===== src/rtl/min_scan_controller.sv =====
// Push-button operand loader with a sequential unsigned minimum scan over four operands.
// Each button is synchronized and edge-detected; a load or start kicks off a 6-cycle scan.
module min_scan_controller #(
    parameter int W           = 4,
    parameter int SYNC_STAGES = 2
) (
    input  logic           clk,
    input  logic           rst_n,
    input  logic [3:0]     pb,
    input  logic [W-1:0]   holder,
    input  logic           start,
    output logic [4*W-1:0] num_flat,
    output logic [1:0]     min_index,
    output logic [W-1:0]   min_value,
    output logic           result_valid,
    output logic           done,
    output logic           busy,
    output logic [7:0]     char_min
);

    typedef enum logic [1:0] {IDLE, INIT, SCAN, DONE} state_t;

    state_t                      state_q, state_d;
    logic [3:0][SYNC_STAGES-1:0] sync_q, sync_d;
    logic [3:0]                  prev_q, prev_d;
    logic [3:0]                  synced;
    logic [3:0]                  ld;
    logic                        ld_any;
    logic [3:0][W-1:0]           num_q, num_d;
    logic [1:0]                  cand_idx_q, cand_idx_d;
    logic [W-1:0]                cand_val_q, cand_val_d;
    logic [1:0]                  ptr_q, ptr_d;
    logic [1:0]                  min_index_q, min_index_d;
    logic [W-1:0]                min_value_q, min_value_d;
    logic                        valid_q, valid_d;

    // Synchronizer shifts toward the MSB; the MSB is the clean button level.
    always_comb begin
        sync_d = sync_q;
        synced = '0;
        for (int k = 0; k < 4; k++) begin
            sync_d[k] = {sync_q[k][SYNC_STAGES-2:0], pb[k]};
            synced[k] = sync_q[k][SYNC_STAGES-1];
        end
        prev_d = synced;
        ld     = synced & ~prev_q;
        ld_any = |ld;
    end

    always_ff @(posedge clk or negedge rst_n) begin
        if (!rst_n) begin
            state_q <= IDLE;
        end else begin
            state_q <= state_d;
        end
    end

    // Any load restarts the scan, even from DONE, so results never describe stale operands.
    always_comb begin
        state_d = state_q;
        case (state_q)
            IDLE: if (ld_any || start) state_d = INIT;
            INIT: state_d = ld_any ? INIT : SCAN;
            SCAN: begin
                if (ld_any)              state_d = INIT;
                else if (ptr_q == 2'd3)  state_d = DONE;
                else                     state_d = SCAN;
            end
            DONE: state_d = ld_any ? INIT : IDLE;
            default: state_d = IDLE;
        endcase
    end

    always_comb begin
        busy = (state_q == INIT) || (state_q == SCAN);
        done = (state_q == DONE);
    end

    always_comb begin
        num_d       = num_q;
        cand_idx_d  = cand_idx_q;
        cand_val_d  = cand_val_q;
        ptr_d       = ptr_q;
        min_index_d = min_index_q;
        min_value_d = min_value_q;
        valid_d     = valid_q;
        for (int k = 0; k < 4; k++) begin
            if (ld[k]) num_d[k] = holder;
        end
        case (state_q)
            INIT: begin
                cand_idx_d = 2'd0;
                cand_val_d = num_q[0];
                ptr_d      = 2'd1;
            end
            SCAN: begin
                // Strict less-than keeps the lowest index on ties.
                if (num_q[ptr_q] < cand_val_q) begin
                    cand_idx_d = ptr_q;
                    cand_val_d = num_q[ptr_q];
                end
                ptr_d = ptr_q + 2'd1;
            end
            DONE: begin
                min_index_d = cand_idx_q;
                min_value_d = cand_val_q;
            end
            default: ;
        endcase
        if (ld_any)                valid_d = 1'b0;
        else if (state_q == DONE)  valid_d = 1'b1;
    end

    always_ff @(posedge clk or negedge rst_n) begin
        if (!rst_n) begin
            sync_q      <= '0;
            prev_q      <= '0;
            num_q       <= '0;
            cand_idx_q  <= '0;
            cand_val_q  <= '0;
            ptr_q       <= '0;
            min_index_q <= '0;
            min_value_q <= '0;
            valid_q     <= 1'b0;
        end else begin
            sync_q      <= sync_d;
            prev_q      <= prev_d;
            num_q       <= num_d;
            cand_idx_q  <= cand_idx_d;
            cand_val_q  <= cand_val_d;
            ptr_q       <= ptr_d;
            min_index_q <= min_index_d;
            min_value_q <= min_value_d;
            valid_q     <= valid_d;
        end
    end

    assign num_flat     = num_q;
    assign min_index    = min_index_q;
    assign min_value    = min_value_q;
    assign result_valid = valid_q;
    assign char_min     = 8'h30 + {6'd0, min_index_q};

endmodule


===== config.mk =====
export PLATFORM = sky130hd
export DESIGN_NAME = min_scan_controller
export DESIGN_NICKNAME = d
export VERILOG_FILES = /design/src/rtl/min_scan_controller.sv
export SDC_FILE = /design/constraint.sdc
export NUM_CORES = 1
export LEC_CHECK = 0
export CAP_MARGIN = 20
export CORE_UTILIZATION = 40
export DETAILED_ROUTE_END_ITERATION = 16
export PLACE_DENSITY_LB_ADDON = 0.05
export SLEW_MARGIN = 20
export SYNTH_ARGS = -nofsm -noshare
export SYNTH_HDL_FRONTEND = slang
export SYNTH_SLANG_ARGS = --single-unit

===== constraint.sdc =====
create_clock -name clk -period 6.9 [get_ports clk]
set_input_delay 1.38 -clock clk [delete_from_list [all_inputs] [get_ports clk]]
set_output_delay 1.38 -clock clk [all_outputs]
set_load 0.02 [all_outputs]

# Word-level counts from Yosys, hierarchy flattened
# Cells that the tools add are included.
dict set report word_totals {
  romBits 0
  ff_bits 45
  latch_bits 0
  out_inout_bits 33
  wordCells 50
  mem_count 0
  ram_bits 0
}
dict set report classes {
  n_lt_le_gt_ge 2
  bitwise_logic 2
  n_shift 0
  div_mod_pow 0
  mux 15
  n_reduce_logical 7
  n_addsub 2
  eq_ne 6
  multipliers 0
}
# cell count
set ops {}
lappend ops {{$bmux W4 S2} 1}
lappend ops {{$mux W2} 4}
lappend ops {{$mux W4} 2}
lappend ops {{$pmux W2 S2} 2}
lappend ops {{$pmux W2 S4} 1}
lappend ops {{$pmux W4 S2} 1}
lappend ops {{$add A6 B2 Y7 const A} 1}
lappend ops {{$eq A2 B2 Y1 const B} 3}
lappend ops {{$and A4 B4 Y4} 1}
lappend ops {{$lt A4 B4 Y1} 1}
lappend ops {{$mux W1} 4}
lappend ops {{$not A4 Y4} 1}
lappend ops {{$reduce_bool A2 Y1} 2}
lappend ops {{$reduce_or A4 Y1} 1}
lappend ops {{$lt A2 B3 Y1 const B} 1}
lappend ops {{$add A2 B1 Y2 const B} 1}
lappend ops {{$eq A2 B1 Y1 const B} 1}
lappend ops {{$logic_not A2 Y1} 1}
lappend ops {{$logic_or A1 B1 Y1} 2}
lappend ops {{$ne A2 B1 Y1 const B} 1}
lappend ops {{$ne A2 B2 Y1 const B} 1}
lappend ops {{$reduce_and A2 Y1} 1}

# Depth between registers and ports, before layout
dict set report logic_depth {
  depth_word 6
  depth_mapped 8
  depth_no_buf 6
}

# Least setup slack after synthesis
# Ideal clock, no wire load.
dict set report synth_timing {
  path_kind {register to register}
  startpoint {register ptr_q[0]}
  endpoint {register cand_val_q[1]}
  t_arrival_ns 2.394
  setup_time_ns 0.099
  required_ns 6.801
  setup_slack_ns 4.406
  path_stages_with_launch 9
  path_cell_list {dfrtp_1 > buf_6 > mux4_1 > ha_1 > or2b_4 > a2111o_1 > and2_4 > buf_6 > a311oi_1}
}
dict set report synth_via {
  elab_chain_cells 5
  word_cells_on_any_way 7
}
# element line
set synth_rtl {}
lappend synth_rtl {{from (decl)} 32} ;# logic [1:0] ptr_q, ptr_d;
lappend synth_rtl {{from (signal assigned)} 131} ;# ptr_q <= ptr_d;
lappend synth_rtl {{$bmux W4 S2 *} {98, 100}}
lappend synth_rtl {{$mux W4 (implied by the code) *} {98, 100}}
lappend synth_rtl {{$lt A4 B4 Y1} 98} ;# if (num_q[ptr_q] < cand_val_q) begin
lappend synth_rtl {{$ne A2 B1 Y1 (no line)} n/a}
lappend synth_rtl {{$reduce_and A2 Y1 (no line)} n/a}
lappend synth_rtl {{to (signal assigned)} 130} ;# cand_val_q <= cand_val_d;
lappend synth_rtl {{to (decl)} 31} ;# logic [W-1:0] cand_val_q, cand_val_d;
# Mark *: on every way between the ends. The rest lies on a longest branch, timed or not. The select of a mux whose other input is x is not followed.
# A chain may end at the register's enable or synchronous reset.

# Worst setup path in the final report
dict set report layout_timing {
  startpoint {register state_q[1]}
  endpoint {output done}
}
dict set report layout_via {
  elab_chain_cells 1
}
# element line
set layout_rtl {}
lappend layout_rtl {{from (decl)} 23} ;# state_t state_q, state_d;
lappend layout_rtl {{from (signal assigned)} 54} ;# state_q <= state_d;
lappend layout_rtl {{$eq A2 B2 Y1} 76} ;# done = (state_q == DONE);
lappend layout_rtl {{to (decl)} 16} ;# output logic done,
# No other way between the ends.

==> results_dict.tcl <==
set metrics [dict create \
    num-fill-cells 416 \
    pwr-share-comb 0.373 \
    cts_made_buffers 5 \
    die_area_mm2 0.00532 \
    cts_max_path_buffers 2 \
    fmax_mhz 315 \
    fp-row-count 25 \
    period_minus_slack_ns 3.17 \
    setup_viol 0 \
    fin_area_mm2 0.00251 \
    wl_um 3730 \
    grt_antenna_before_repair 0 \
    post_cts_buffers 0 \
    syn_area_mm2 0.00201 \
    switching_share 0.330 \
    grt_pass1_wl_um 6200 \
    clk_latency_ns 0.28 \
    drtPass1Iterations 4 \
    cts-resized-gates 0 \
    place_ws_ns 4.02 \
    initial_core_util 0.421 \
    status "complete, no violations" \
    yosysWarnings 0 \
    setup_ws_ns 3.73 \
    clock_sinks 45 \
    wl_per_cell_um 14.8 \
    synth_top_area_cell "dfrtp_1" \
    fin_skew_ns 0.00318 \
    worstPathRequired_ns 5.52 \
    ctsHoldBuffers 0 \
    clk_pin_slew_ns 0.08 \
    fin_crit_sh 0.460 \
    crit_arrival_ns 1.79 \
    routed_via_density 4.88 \
    use_met3 0.0414 \
    ant_nets 0 \
    cts_max_level 2 \
    synth.area.top_cells "dfrtp_1 56%, mux2_2 12%, ha_1 5.6%" \
    vias 1224 \
    crit_path_end_kind "output port" \
    grt_max_degree 46 \
    rsz0062_at_grt "no" \
    grt_pass1_vias 1272 \
    holdWs_ns 0.363 \
    setup_tns_ns 0 \
    seq_area_frac_synth 0.559 \
    ys_types 34 \
    p_int_uw 605 \
    ys_ff_latch 45 \
    gp_congestion 0.839 \
    slew-limit-headroom 0.522 \
    root_buffer "clkbuf_8" \
    clkPwrFrac 0.227 \
    power.total_uw 903 \
    num_io_pins 44 \
    grt_overflow 0 \
    use_met1 0.218 \
    first_iter_violations 29 \
    antenna_cells 0 \
    syn_area_per_cell_um2 13.7 \
    p_per_area_mw_per_mm2 360 \
    postPlaceCellArea_mm2 0.00239 \
    p_leak_uw 0.00110 \
    critPathKind "register to output port" \
    final_layout_size_suffix_gt1_frac 0.185 \
    startpoint_type "register" \
    pwr-share-seq 0.401 \
    worst_slew_pin_slew_ns 0.711 \
    die_y_um 72.9 \
    place_hpwl_um 2650 \
    busiest_layer "met2" \
    grt_use_total 0.154 \
    layout.nets 203 \
    cp_max_fo 9 \
    met2_usage 0.234 \
    switching_power_uw 298 \
    synthCells 147 \
    core_area_mm2 0.00479 \
    slew_viol_final 0 \
    drc 0 \
    cts_tree "done" \
    ir_drop_uv 181 \
    hp-class "register to register" \
    syn_to_final_growth_pct 24.7 \
    die_w_um 72.9 \
    io_buffers 37 \
    final_hold_viol_count 0 \
    synth_top_area_share 0.559 \
    maxCapViolCount 0 \
]
[logic make-up after synthesis]
group,share of synthesized area
compound gates,0.0628
fa+ha+maj,0.0559
buf+inv,0.0615
flops,0.559
mux,0.183
other cells,0.00373
simple gates,0.0733
[final cells by class]
class	instances	area (µm²)	area share
clock inverter	2	37.5	0.0150
inverter	9	33.8	0.0135
sequential	45	1130	0.449
tap	67	83.8	0.0334
multi-input combinational	85	778	0.310
clock buffer	6	82.6	0.0329
timing repair buffer	37	368	0.147
[placed cells by master (no fill, tap or decap), types with 2 or more instances in the layout]
master | Yosys | routed
o21a_1 | 2 | 2
clkbuf_8 | 0 | 6
mux2i_1 | 2 | 2
dfrtp_1 | 45 | 45
mux4_1 | 3 | 3
clkdlybuf4s50_1 | 0 | 36
inv_1 | 9 | 9
a21oi_1 | 5 | 5
nor2b_1 | 6 | 6
nor2_1 | 2 | 2
nand2b_1 | 2 | 2
nor4_1 | 2 | 2
nand3_1 | 3 | 3
ha_1 | 9 | 9
mux2_2 | 22 | 22
a311oi_1 | 2 | 2
conb_1 | 2 | 6
nand2_1 | 2 | 2
nor3_1 | 3 | 3
[metal layers]
layer  share of wire  up-vias  wire length (µm)
met2            0.47       33              1740
met1            0.49      611              1820
met5               0        -                 0
li1                -      578                 -
met3           0.039        2               144
met4          0.0054        0                20
[through the flow]
stage               std cells  utilization
detailed placement        243        0.499
CTS                       251        0.524
finish                    251        0.524
floorplan                 151            -
global route              251        0.524
global placement          243        0.499
[power groups by stage]
stage                     clock network, µW  logic (µW)  registers (µW)
after global routing                    221         367             371
after floorplan                           0         191             391
after global placement                    0         329             364
after CTS                               212         338             363
after detailed placement                  0         337             367
final                                   205         337             362
[final timing paths]
path                       startpoint            end  slack (ns)  depth (start not counted)
min                         sync_d[3]      prev_d[1]        0.36                          0
min reg2reg                 sync_d[3]      prev_d[1]        0.36                          0
max in group asynchronous       rst_n      prev_q[3]        5.44                          1
max reg2reg                  ptr_q[0]  cand_val_q[1]        4.19                          6
max                        state_q[1]           done        3.73                          2
min in group asynchronous       rst_n   min_value[0]        1.08                          1
[worst max-delay path: stages (launching register included)]
cell and delay, ns:
dfrtp_1 0.41, ha_1 0.41, clkdlybuf4s50_1 0.69
[Yosys cell counts]
cell type and n:
dfrtp_1 45, mux2_2 22, ha_1 9, inv_1 9
buf_4 8, nor2b_1 6, a21oi_1 5, mux4_1 3
nand3_1 3, nor3_1 3, a311oi_1 2, buf_6 2
clkbuf_1 2, conb_1 2, mux2i_1 2, nand2_1 2
nand2b_1 2, nor2_1 2, nor4_1 2, o21a_1 2
a2111o_1 1, a21o_1 1, a221o_1 1, and2_1 1
and2_4 1, mux4_2 1, nor3b_1 1, o2111ai_1 1
o211a_1 1, o211ai_1 1, o21ai_0 1, o221ai_1 1
or2_1 1, or2b_4 1
[sequential cells by signal, summed over array words and instances (netlist names)]
register,flops
state_q,2
cand_idx_q,2
min_value,4
prev_d,4
min_index,2
prev_q,4
ptr_q,2
result_valid,1
sync_d,4
cand_val_q,4
num_flat,16
No activity file was read; power rests on OpenSTA's default activity.
